[config.mk]
export PLATFORM = sky130hd
export DESIGN_NAME = slt_seq_cmp
export DESIGN_NICKNAME = d
export VERILOG_FILES = /design/src/rtl/slt_seq_cmp.sv
export SDC_FILE = /design/constraint.sdc
export NUM_CORES = 1
export LEC_CHECK = 0
export BUFFER_PORTS_ARGS = -buffer_cell sky130_fd_sc_hd__buf_4
export CORE_ASPECT_RATIO = 0.75
export CORE_MARGIN = 2
export CORE_UTILIZATION = 35
export DETAILED_ROUTE_END_ITERATION = 10
export SYNTH_ARGS = -nofsm -noshare
export SYNTH_HDL_FRONTEND = slang
export SYNTH_SLANG_ARGS = --single-unit
[constraint.sdc]
create_clock -name clk -period 4.55 [get_ports clk]
set_clock_uncertainty 0.05 [all_clocks]
set_input_delay 0.91 -clock clk [delete_from_list [all_inputs] [get_ports clk]]
set_output_delay 0.91 -clock clk [all_outputs]
set_load 0.005 [all_outputs]
[src/rtl/slt_seq_cmp.sv]
// Multi-cycle set-less-than unit: compares CHUNK bits per cycle from the MSB down,
// with signed/unsigned and inverted (greater-or-equal) modes.
module slt_seq_cmp #(
  parameter int WIDTH      = 32,
  parameter int CHUNK      = 8,
  parameter int EARLY_EXIT = 1
) (
  input  logic             clk,
  input  logic             reset,
  input  logic             flush,
  input  logic             in_valid,
  output logic             in_ready,
  input  logic [WIDTH-1:0] data0,
  input  logic [WIDTH-1:0] data1,
  input  logic [1:0]       mode,
  output logic             out_valid,
  input  logic             out_ready,
  output logic [WIDTH-1:0] out,
  output logic             lt,
  output logic             eq,
  output logic             gt,
  output logic [1:0]       dbg_state
);

  localparam int NCHUNK = WIDTH / CHUNK;
  localparam int KW     = (NCHUNK > 1) ? $clog2(NCHUNK) : 1;
  localparam logic [KW-1:0]    K_LAST   = KW'(NCHUNK - 1);
  localparam logic [WIDTH-1:0] MSB_MASK = {1'b1, {(WIDTH-1){1'b0}}};

  if (WIDTH % CHUNK != 0) begin : g_bad_chunk
    $error("slt_seq_cmp: WIDTH must be a multiple of CHUNK");
  end

  // Handshakes: a transfer happens on a rising edge where valid and ready are both 1.
  // in_ready is registered, so it rises in the cycle after the unit returns to IDLE.
  typedef enum logic [1:0] {
    S_IDLE = 2'd0,
    S_CMP  = 2'd1,
    S_DONE = 2'd2
  } state_t;

  state_t           state_q, state_d;
  logic [WIDTH-1:0] a_q, a_d, b_q, b_d;
  logic [KW-1:0]    k_q, k_d;
  logic             inv_q, inv_d;
  logic             rlt_q, rlt_d, rgt_q, rgt_d;
  logic             in_ready_q, in_ready_d;
  logic             out_valid_q, out_valid_d;
  logic [WIDTH-1:0] out_q, out_d;
  logic             lt_q, lt_d, eq_q, eq_d, gt_q, gt_d;

  logic [CHUNK-1:0] a_top, b_top;
  logic             c_lt, c_gt, new_lt, new_gt, finish;

  // Operands shift left each CMP cycle so the chunk under test is always the top one.
  assign a_top = a_q[WIDTH-1 -: CHUNK];
  assign b_top = b_q[WIDTH-1 -: CHUNK];
  assign c_lt  = (a_top < b_top);
  assign c_gt  = (a_top > b_top);

  always_comb begin
    state_d     = state_q;
    a_d         = a_q;
    b_d         = b_q;
    k_d         = k_q;
    inv_d       = inv_q;
    rlt_d       = rlt_q;
    rgt_d       = rgt_q;
    out_valid_d = out_valid_q;
    out_d       = out_q;
    lt_d        = lt_q;
    eq_d        = eq_q;
    gt_d        = gt_q;
    new_lt      = rlt_q;
    new_gt      = rgt_q;
    finish      = 1'b0;

    case (state_q)
      S_IDLE: begin
        if (in_valid && in_ready_q) begin
          a_d     = data0 ^ (mode[0] ? MSB_MASK : '0);
          b_d     = data1 ^ (mode[0] ? MSB_MASK : '0);
          inv_d   = mode[1];
          k_d     = '0;
          rlt_d   = 1'b0;
          rgt_d   = 1'b0;
          out_d   = '0;
          lt_d    = 1'b0;
          eq_d    = 1'b0;
          gt_d    = 1'b0;
          state_d = S_CMP;
        end
      end
      S_CMP: begin
        a_d = a_q << CHUNK;
        b_d = b_q << CHUNK;
        // Only the most significant differing chunk decides the result.
        if ((c_lt || c_gt) && !(rlt_q || rgt_q)) begin
          new_lt = c_lt;
          new_gt = c_gt;
        end
        finish = ((EARLY_EXIT != 0) && (c_lt || c_gt)) || (k_q == K_LAST);
        if (finish) begin
          lt_d        = new_lt;
          gt_d        = new_gt;
          eq_d        = !(new_lt || new_gt);
          out_d       = {{(WIDTH-1){1'b0}}, new_lt ^ inv_q};
          out_valid_d = 1'b1;
          state_d     = S_DONE;
        end else begin
          rlt_d = new_lt;
          rgt_d = new_gt;
          k_d   = k_q + KW'(1);
        end
      end
      S_DONE: begin
        if (out_ready) begin
          out_valid_d = 1'b0;
          state_d     = S_IDLE;
        end
      end
      default: state_d = S_IDLE;
    endcase

    if (flush) begin
      state_d     = S_IDLE;
      out_valid_d = 1'b0;
      out_d       = '0;
      lt_d        = 1'b0;
      eq_d        = 1'b0;
      gt_d        = 1'b0;
    end

    in_ready_d = (state_d == S_IDLE);
  end

  always_ff @(posedge clk or negedge reset) begin
    if (!reset) begin
      state_q     <= S_IDLE;
      a_q         <= '0;
      b_q         <= '0;
      k_q         <= '0;
      inv_q       <= 1'b0;
      rlt_q       <= 1'b0;
      rgt_q       <= 1'b0;
      in_ready_q  <= 1'b0;
      out_valid_q <= 1'b0;
      out_q       <= '0;
      lt_q        <= 1'b0;
      eq_q        <= 1'b0;
      gt_q        <= 1'b0;
    end else begin
      state_q     <= state_d;
      a_q         <= a_d;
      b_q         <= b_d;
      k_q         <= k_d;
      inv_q       <= inv_d;
      rlt_q       <= rlt_d;
      rgt_q       <= rgt_d;
      in_ready_q  <= in_ready_d;
      out_valid_q <= out_valid_d;
      out_q       <= out_d;
      lt_q        <= lt_d;
      eq_q        <= eq_d;
      gt_q        <= gt_d;
    end
  end

  assign in_ready  = in_ready_q;
  assign out_valid = out_valid_q;
  assign out       = out_q;
  assign lt        = lt_q;
  assign eq        = eq_q;
  assign gt        = gt_q;
  assign dbg_state = state_q;

endmodule

==> results.py <==
metrics = {
    "outcome": {
        "outcome": "finished clean",
    },
    "finish": {
        "nFillCells": 1043,
        "drive_above_1_share_pct": 24.2,
        "area_delta_synth_final_pct": 24.0,
        "diodes": 0,
        "nets": 513,
        "final_common_cell": "buf_4",
        "multiInputGateArea_um2": 1680,
        "layout_common_cells": "81 x buf_4, 77 x dfrtp_1, 52 x nand2_1, 47 x mux2i_1, 47 x o21ai_0",
        "regArea_um2": 1930,
        "final_cell_count_no_fill": 578,
    },
    "worst_setup_path": {
        "slowest_stage": "or2_4",
        "rr_worst_depth": 7,
        "cp_max_fo": 110,
        "cpPeakStageDelay_ps": 790,
        "worstPathCellList": "buf_4 > a21oi_1 > or2_4 > o21ai_0",
        "cp.arrival_ps": 2300,
        "critPathRequiredTime_ps": 4670,
        "crit_path_end_kind": "flop",
        "start_kind": "primary input",
        "crit_type": "primary input to flop",
    },
    "route": {
        "viasPerCell": 4.61,
        "drt-wirelength-per-cell_um": 13.9,
        "drt_first_iter_violations": 128,
        "dr_total_vias": 2664,
        "ant_nets": 0,
        "first_pass_iters": 6,
        "drc": 0,
        "routed_wl_mm": 8.05,
    },
    "pwr": {
        "clkPwrFrac_pct": 37.4,
        "p_leak_uw": 0.00227,
        "power_density_nw_per_um2": 454,
        "ir_worst_vdd_uv": 184,
        "power.share.combinational_pct": 20.7,
        "seq_power_share_pct": 41.9,
        "switching_share_pct": 27.3,
        "p_sw_uw": 592,
        "total_power_uw": 2170,
        "internal_power_uw": 1580,
    },
    "synthesis": {
        "yosysSeqAreaShare_pct": 50.0,
        "synth_warnings": 0,
        "synth_ff_type": "dfrtp_1",
        "async_reset_ff_share_pct": 100,
        "syn_inst": 362,
        "synth_seq_cells": 77,
        "netlist_area_um2": 3850,
        "syn_area_per_cell_um2": 10.6,
        "synth-edff-count": 0,
        "synth_cell_type_count": 38,
    },
    "place": {
        "io_buffers": 78,
        "dpl.hpwl_mm": 5.61,
        "gp_congestion": 0.797,
        "placed_cells": 562,
    },
    "clock_tree": {
        "cts_buffers": 9,
        "tritoncts": "yes",
        "htreeDepth": 3,
        "cts_buffer_depth": 2,
        "clkTransAtPathRegs_ps": 60,
        "postCtsHoldBufs": 0,
        "cts_root_buf": "clkbuf_16",
        "clock-sinks": 77,
        "cts_setup_buffers": 0,
        "ctsResizeCount": 0,
        "clkLatencyLatePin_ps": 330,
    },
    "sta": {
        "slew_headroom_pct": 32.0,
        "period_minus_slack_ps": 2180,
        "hold_violations": 0,
        "rsz0062_at_grt": "false",
        "setup-violations-final": 0,
        "clock.fmax_ghz": 0.458,
        "drv_slew": 0,
        "fin_tns_setup_ps": 0,
        "hold_slack_ps": 428,
        "worst_pin_slew_ps": 1020,
        "fin_crit_sh_pct": 48.0,
    },
    "job": {
        "cap_violations": 0,
    },
    "global_route": {
        "track_usage_pct": 14.2,
        "grt_pass1_wl_mm": 13.0,
        "overflow": 0,
        "grt_pass1_vias": 2641,
        "antenna_found_initial": 0,
        "grt_max_degree": 111,
    },
    "worst_hold_path": {
        "hold_path_depth": 2,
        "hold_class": "flop to flop",
    },
    "floorplanning": {
        "io_pins": 110,
        "initial_core_util_pct": 35.6,
        "die_y_um": 94.9,
        "num_rows": 33,
        "dieArea_um2": 11900,
        "die_w_um": 125,
        "coreArea_um2": 10800,
    },
}
per-stage QoR:
step	area [um2]	worst slack, ps	utilization, %
finish	4780	2370	44.2
global route	4780	2180	44.2
CTS	4780	2340	44.2
detailed placement	4440	1970	41.0
global placement	4440	2050	41.0
floorplan	3970	2490	-
final timing paths:
path | startpoint | to | slack, ps
min in group asynchronous | reset | a_q[0]$_DFFE_PN0P_ | 680
min reg2reg | a_q[24]$_DFFE_PN0P_ | a_q[24]$_DFFE_PN0P_ | 430
max reg2reg | b_q[31]$_DFFE_PN0P_ | eq$_DFFE_PN0P_ | 2400
max | in_valid | a_q[9]$_DFFE_PN0P_ | 2370
min | a_q[24]$_DFFE_PN0P_ | a_q[24]$_DFFE_PN0P_ | 430
max in group asynchronous | reset | dbg_state[1]$_DFF_PN0_ | 3110
final cells by class:
cell class	instances	share of cell area [%]
inverter	12	0.942
multi-input combinational	252	35.2
tap	140	3.66
sequential	77	40.3
clock inverter	4	1.99
clock buffer	12	5.16
timing repair buffer	81	12.7
flip-flops by register name, summed over array words and instances (netlist names):
name       flops
k_q            2
out_valid      1
rlt_q          1
lt             1
b_q           32
gt             1
dbg_state      2
eq             1
a_q           32
inv_q          1
in_ready       1
rgt_q          1
out            1
cells in the mapped netlist (2+ instances only):
| cell type | number | area, um2 |
|---|---|---|
| a21oi_1 | 7 | 35.0 |
| a222oi_1 | 2 | 20.0 |
| a22o_1 | 16 | 140 |
| a32o_1 | 2 | 20.0 |
| buf_2 | 6 | 30.0 |
| buf_4 | 32 | 240 |
| clkbuf_1 | 12 | 45.0 |
| dfrtp_1 | 77 | 1930 |
| ha_1 | 9 | 113 |
| inv_1 | 12 | 45.0 |
| mux2_2 | 2 | 22.5 |
| mux2i_1 | 47 | 470 |
| nand2_1 | 52 | 195 |
| nand2b_1 | 2 | 12.5 |
| nand4_1 | 2 | 12.5 |
| nor2_1 | 5 | 18.8 |
| nor2b_1 | 4 | 25.0 |
| o21ai_0 | 47 | 235 |
| o21bai_1 | 4 | 30.0 |
| o31ai_1 | 2 | 15.0 |
| or3_1 | 2 | 12.5 |
| xor2_1 | 2 | 17.5 |
critical path, delay by kind of cell:
family,cells,cell delay (ps)
and+or+nand+nor,1,790
AOI/OAI and AO/OA,2,410
buffers and inverters,1,110
cell families (layout without fill, tap and decap cells):
kind of cell	count (synthesis)	after routing	share of synthesized area, %
and+or+nand+nor	71	71	8.08
buffers and inverters	63	109	9.64
AOI/OAI and AO/OA	89	89	15.6
DFF	77	77	50.0
adders and majority gates	9	9	2.92
other	1	31	0.0973
xor gates and xnor gates	2	2	0.454
muxes	50	50	13.2
per-layer routing:
layer / GRT usage, % / vias to the layer above / part of all wire [%]
met5: 0 / - / 0
met4: 4.72 / 0 / 1.3
met3: 5.84 / 9 / 7.8
met2: 20.7 / 79 / 43
met1: 19.2 / 1235 / 48
li1: - / 1341 / -
power by group through the flow:
stage          Combinational [uW]  Clock, uW  Sequential [uW]
6_report                      449        812              909
5_1_grt                       513        862              931
4_1_cts                       456        840              911
3_5_place_dp                  454          0              922
3_3_place_gp                  437          0              914
2_1_floorplan                 340          0              894
Power figures use the tool's default switching activity.
